==> src/rtl/game_tick_scheduler_pkg.sv <==
// Shared game definitions: state encodings used by the game state machine,
// the scheduler's phase view of them, and score/level ceilings.
package game_tick_scheduler_pkg;

   typedef enum logic [1:0] {
      ST_START        = 2'b00,
      ST_PLAYING      = 2'b01,
      ST_INSTRUCTIONS = 2'b10,
      ST_GAME_OVER    = 2'b11
   } game_state_e;

   typedef enum logic [1:0] {
      PH_IDLE,
      PH_RUN,
      PH_FROZEN
   } phase_e;

   localparam logic [9:0] SCORE_MAX = 10'd999;
   localparam logic [2:0] LEVEL_MAX = 3'd7;

   function automatic phase_e phase_of(input game_state_e st);
      case (st)
         ST_PLAYING:   return PH_RUN;
         ST_GAME_OVER: return PH_FROZEN;
         default:      return PH_IDLE;
      endcase
   endfunction

endpackage

==> src/rtl/game_tick_scheduler_lfsr8.sv <==
// 8-bit Fibonacci LFSR, x^8+x^6+x^5+x^4+1 (maximal length, never reaches zero
// from a nonzero seed). Free-running; reloads the seed on reset.
module lfsr8 (
   input  logic       clk,
   input  logic       rst,
   input  logic [7:0] seed,
   output logic [7:0] q
);

   // NOTE: sequential state uses non-blocking assignments so every register
   // samples pre-edge values regardless of block ordering.
   always_ff @(posedge clk) begin
      if (!rst) q <= seed;
      else      q <= {q[6:0], q[7] ^ q[5] ^ q[4] ^ q[3]};
   end

endmodule

==> src/rtl/game_tick_scheduler.sv <==
// Frame-driven move/spawn scheduler with score and difficulty level tracking.
// Move period shrinks with level; spawns are requested every SPAWN_GAP moves.
module game_tick_scheduler
   import game_tick_scheduler_pkg::*;
#(
   parameter int unsigned FRAMES_L0     = 8,
   parameter int unsigned FRAMES_MIN    = 2,
   parameter int unsigned SPAWN_GAP     = 6,
   parameter int unsigned PTS_PER_LEVEL = 10,
   parameter logic [7:0]  LFSR_SEED     = 8'hA5
) (
   input  logic       clk,
   input  logic       rst,
   input  logic       frame_tick,
   input  logic [1:0] state,
   input  logic       obstacle_passed,
   input  logic       spawn_ack,
   output logic       move_tick,
   output logic       spawn_req,
   output logic [1:0] spawn_lane,
   output logic [9:0] score,
   output logic [2:0] level
);

   localparam logic [4:0] L0_W       = 5'(FRAMES_L0);
   localparam logic [4:0] MIN_W      = 5'(FRAMES_MIN);
   localparam logic [3:0] GAP_LAST   = 4'(SPAWN_GAP - 1);
   localparam logic [5:0] PTS_LAST   = 6'(PTS_PER_LEVEL - 1);

   game_state_e state_q;
   phase_e      phase;
   logic        entry;
   logic        fire;
   logic        spawn_due;
   logic [4:0]  period;
   logic [3:0]  frame_cnt;
   logic [3:0]  move_cnt;
   logic [5:0]  pts_cnt;
   logic [7:0]  lfsr;

   lfsr8 u_lfsr (
      .clk  (clk),
      .rst  (rst),
      .seed (LFSR_SEED),
      .q    (lfsr)
   );

   // period = max(FRAMES_L0 - level, FRAMES_MIN) without going negative
   always_comb begin
      phase     = phase_of(state_q);
      entry     = (game_state_e'(state) == ST_PLAYING) && (state_q != ST_PLAYING);
      period    = (({2'b00, level} + MIN_W) >= L0_W) ? MIN_W : (L0_W - {2'b00, level});
      fire      = (phase == PH_RUN) && frame_tick && (({1'b0, frame_cnt} + 5'd1) >= period);
      spawn_due = (phase == PH_RUN) && move_tick && (move_cnt == GAP_LAST);
   end

   always_ff @(posedge clk) begin
      if (!rst) begin
         state_q    <= ST_START;
         move_tick  <= 1'b0;
         spawn_req  <= 1'b0;
         spawn_lane <= 2'b00;
         score      <= '0;
         level      <= '0;
         frame_cnt  <= '0;
         move_cnt   <= '0;
         pts_cnt    <= '0;
      end else begin
         state_q   <= game_state_e'(state);
         move_tick <= fire;
         if (entry) begin
            score     <= '0;
            level     <= '0;
            frame_cnt <= '0;
            move_cnt  <= '0;
            pts_cnt   <= '0;
            spawn_req <= 1'b0;
         end else if (phase == PH_RUN) begin
            if (frame_tick)
               frame_cnt <= fire ? 4'd0 : frame_cnt + 4'd1;
            if (move_tick)
               move_cnt <= (move_cnt == GAP_LAST) ? 4'd0 : move_cnt + 4'd1;
            // A pending request blocks new spawns until it is acknowledged
            if (spawn_req) begin
               if (spawn_ack) spawn_req <= 1'b0;
            end else if (spawn_due) begin
               spawn_req  <= 1'b1;
               spawn_lane <= lfsr[1:0];
            end
            if (obstacle_passed) begin
               if (score != SCORE_MAX) score <= score + 10'd1;
               if (pts_cnt == PTS_LAST) begin
                  pts_cnt <= '0;
                  if (level != LEVEL_MAX) level <= level + 3'd1;
               end else begin
                  pts_cnt <= pts_cnt + 6'd1;
               end
            end
         end else begin
            spawn_req <= 1'b0;
         end
      end
   end

endmodule

==> config.mk <==
export PLATFORM = sky130hd
export DESIGN_NAME = game_tick_scheduler
export DESIGN_NICKNAME = d
export VERILOG_FILES = /design/src/rtl/game_tick_scheduler_pkg.sv /design/src/rtl/game_tick_scheduler_lfsr8.sv /design/src/rtl/game_tick_scheduler.sv
export SDC_FILE = /design/constraint.sdc
export NUM_CORES = 1
export LEC_CHECK = 0
export ABC_AREA = 0
export CAP_MARGIN = 15
export CELL_PAD_IN_SITES_DETAIL_PLACEMENT = 0
export CELL_PAD_IN_SITES_GLOBAL_PLACEMENT = 1
export CORE_MARGIN = 2
export CORE_UTILIZATION = 31
export CTS_CLUSTER_DIAMETER = 200
export DETAILED_ROUTE_END_ITERATION = 10
export PLACE_DENSITY_LB_ADDON = 0.1
export SYNTH_ARGS = -nofsm -noshare
export SYNTH_HDL_FRONTEND = slang
export SYNTH_SLANG_ARGS = --single-unit
==> constraint.sdc <==
create_clock -name clk -period 1.7 [get_ports clk]
set_input_delay 0.255 -clock clk [delete_from_list [all_inputs] [get_ports clk]]
set_output_delay 0.255 -clock clk [all_outputs]
set_load 0.1 [all_outputs]
==> out/qor.txt <==
run status = finished, violations left
failing checks = negative setup slack
CP endpoint kind = flip-flop
VDD IR max = 0.450 mV
Top FF cell, synth = dfxtp_1
maximum clock frequency = 572 MHz
grt ovf = 0
combinational family with the most area after synthesis = simple AND/OR/NAND/NOR gates
critical path startpoint category = flip-flop
register area share after synthesis = 0.437
Die Y = 81.8 um
Pre-antenna DRT Iters = 4
setup tns final = -0.140 ns
post-synthesis adder-cell area fraction = 0.0733
FF/Latch Area = 853 sq um
Final nets = 255
area post-placement = 2500 sq um
power share of the combinational group = 0.073
area grow syn2layout = 43.7%
std cell rows = 28
largest net degree at the start of global routing = 24
# hold bufs at CTS = 0
Avg Inst Size Synth = 9.58 sq um
clock sinks = 41
post-route cell area = 2700 sq um
Worst-Skew Late Latency = 0.29 ns
Slew Viols, Final = 0
Hold Path Sink = u_lfsr.q[7]
initial antenna violation count = 0
worst path arrival time = 1.95 ns
Initial Util = 0.319
post-synthesis cell type count = 40
initial DRC count = 41
clock transition at the registers of the reported paths = 0.08 ns
Slew HR = 0.773
Die Area = 6690 sq um
Leakage = 1.04 nW
Clock Tree Buf Depth = 2
Setup Skew = 0.00596 ns
H-tree lvl count = 2
# IOs = 24
Routed wire per std cell = 12.6 um
final setup violation count = 4
cell count after synthesis = 196
Max-cap violations = 0
fin crit share = 1.03
via count = 1531
flop2flop setup slack = -0.05 ns
PnR worst setup slack = -0.0480 ns
GRT Total Usage = 0.134
Routed Antenna Nets = 0
total net switching power = 0.000427 W
post-synthesis xor/xnor area fraction = 0.107
WL final = 3960 um
pwr/cell area = 653 nW/um^2
layout cells sized above 1 = 0.324
Core Region = 5890 sq um
mux contribution to synthesized area = 0.0373
minimum clock period = 1.75 ns
number of synthesized flops with an enable pin = 0
Internal Pwr Total = 0.00133 W
post-synth net total = 214
Overall Power = 0.00176 W
sw frac = 0.243
power share of the clock group = 0.363
hold_sp = u_lfsr.q[6]
worst r2r dst = move_tick
Remaining DRCs = 0
post-synthesis compound-gate area fraction = 0.0653
unrepaired setup endpoints after global routing = yes
filler cell count = 559
Critical Setup Path Class = flip-flop to flip-flop
Post-synth ARST share = 0
vias in the first global route = 1490
Die Wd = 81.8 um
reg2reg start = level[1]
Cell Area, Synth = 1880 sq um
global-route wire length before repair = 6800 um
required time worst endpoint = 1.90 ns
hold depth = 1
RD Place Congestion = 0.773
Root Buffer = clkbuf_8
simple-gate share of the synthesized area = 0.258
Final Hold Viols = 0
Seq pwr share = 0.564
Detail Placement HPWL = 2970 um
vias per cell = 4.89
area occupied by multi-input gates = 1110 sq um
fin cells = 313
hold crit path type = flip-flop to flip-flop
Synth Warn # = 0
Crit Path Max Fanout = 5
Reg2Reg Depth = 9
placed cells = 302
FF+latch count, synth = 41
Slew @ Worst Pin = 0.338 ns
IO buf count = 23
n_diodes = 0
TritonCTS buffer count = 5
clock tree from TritonCTS = yes
[cell usage in the layout (no fill, tap or decap), drive strengths merged, types with 6 or more instances in the layout]
master,n
nor2,24
nand2b,7
nand3,11
nor3,7
and2,8
ha,11
xor2,14
buf,33
clkdlybuf4s50,6
dfxtp,41
mux2i,7
a21oi,6
nand2,9
xnor2,9
[sequential cells by signal, summed over array words and instances (netlist names)]
signal	cells
state_q	2
score	10
move_cnt	4
move_tick	1
level	3
frame_cnt	4
u_lfsr.q	8
spawn_req	1
pts_cnt	6
spawn_lane	2
[critical path, cell delays in order (launching register included)]
cell and delay (ns):
dfxtp_4 0.36, inv_4 0.04, ha_4 0.15, and3_4 0.18, nor2_4 0.10, ha_4 0.21, a21o_1 0.14, a31oi_1 0.17
o22ai_2 0.14, and2_1 0.16
[synth_stat cells, types with 2 or more instances]
cell / number / area share
and4b_1: 3 / 0.016
xor2_1: 14 / 0.065
a21oi_1: 6 / 0.016
ha_1: 11 / 0.073
nor2_1: 23 / 0.046
nand2_1: 9 / 0.018
nor3_1: 6 / 0.016
nand3_1: 11 / 0.029
and2_1: 8 / 0.027
or3_1: 2 / 0.0067
xnor2_1: 9 / 0.042
inv_1: 4 / 0.0080
o22ai_1: 2 / 0.0067
nand3b_1: 2 / 0.0080
nand4_1: 2 / 0.0067
clkbuf_1: 2 / 0.0040
mux2i_1: 7 / 0.037
and3_1: 2 / 0.0067
o21ai_0: 2 / 0.0053
nor2b_1: 2 / 0.0067
nor4_1: 2 / 0.0067
buf_2: 2 / 0.0053
a31oi_1: 2 / 0.0067
dfxtp_1: 41 / 0.44
nand2b_1: 7 / 0.023
[what timing repair did]
item	CTS	global route
endpoints found under the setup margin	5	6
setup buffers	0	3
gates resized for setup	4	14
pin swaps	1	5
[routing by layer]
metal,vias up,global-route usage,wire length [um]
li1,758,-,-
met1,732,0.149,1720
met2,32,0.233,2000
met3,9,0.0418,161
met4,0,0.0617,74
met5,-,0,0
[worst max path at each step]
stage / startpoint / endpoint
finish: level[1] / move_tick
global route: level[1] / move_tick
floorplan: level[1] / move_tick
CTS: level[1] / frame_cnt[3]
global placement: level[1] / move_tick
detailed placement: level[1] / move_tick
[cell families (layout without fill, tap and decap cells)]
family,after synthesis,in the layout
XOR/XNOR,23,23
adder cells (fa/ha/maj),11,11
buffers and inverters,9,51
flip-flops,41,41
multiplexers,7,7
AO/OA/AOI/OAI,18,18
AND/OR/NAND/NOR,87,87
[metrics by stage]
step           hold slack (ns)  utilization  setup slack, ns
2_1_floorplan            0.328            -           -0.235
3_3_place_gp             0.399        0.425          -0.0534
3_5_place_dp             0.405        0.425          -0.0686
4_1_cts                  0.425        0.444          -0.0680
5_1_grt                  0.448        0.458           -0.111
6_report                 0.420        0.458          -0.0480
[final cells by class]
type,count,area share
clock buffer,5,0.0255
clock inverter,3,0.00835
inverter,4,0.00650
multi-input combinational,146,0.411
sequential,41,0.316
tap,75,0.0348
timing repair buffer,39,0.198
[power groups by stage]
stage          combinational (W)  sequential (W)  clock, W
2_1_floorplan          0.0000658         0.00102         0
3_3_place_gp            0.000124         0.00102         0
3_5_place_dp            0.000127         0.00102         0
4_1_cts                 0.000128        0.000995  0.000670
5_1_grt                 0.000144        0.000997  0.000720
6_report                0.000128        0.000994  0.000639
Note: power is estimated with default switching activity, not from simulation.
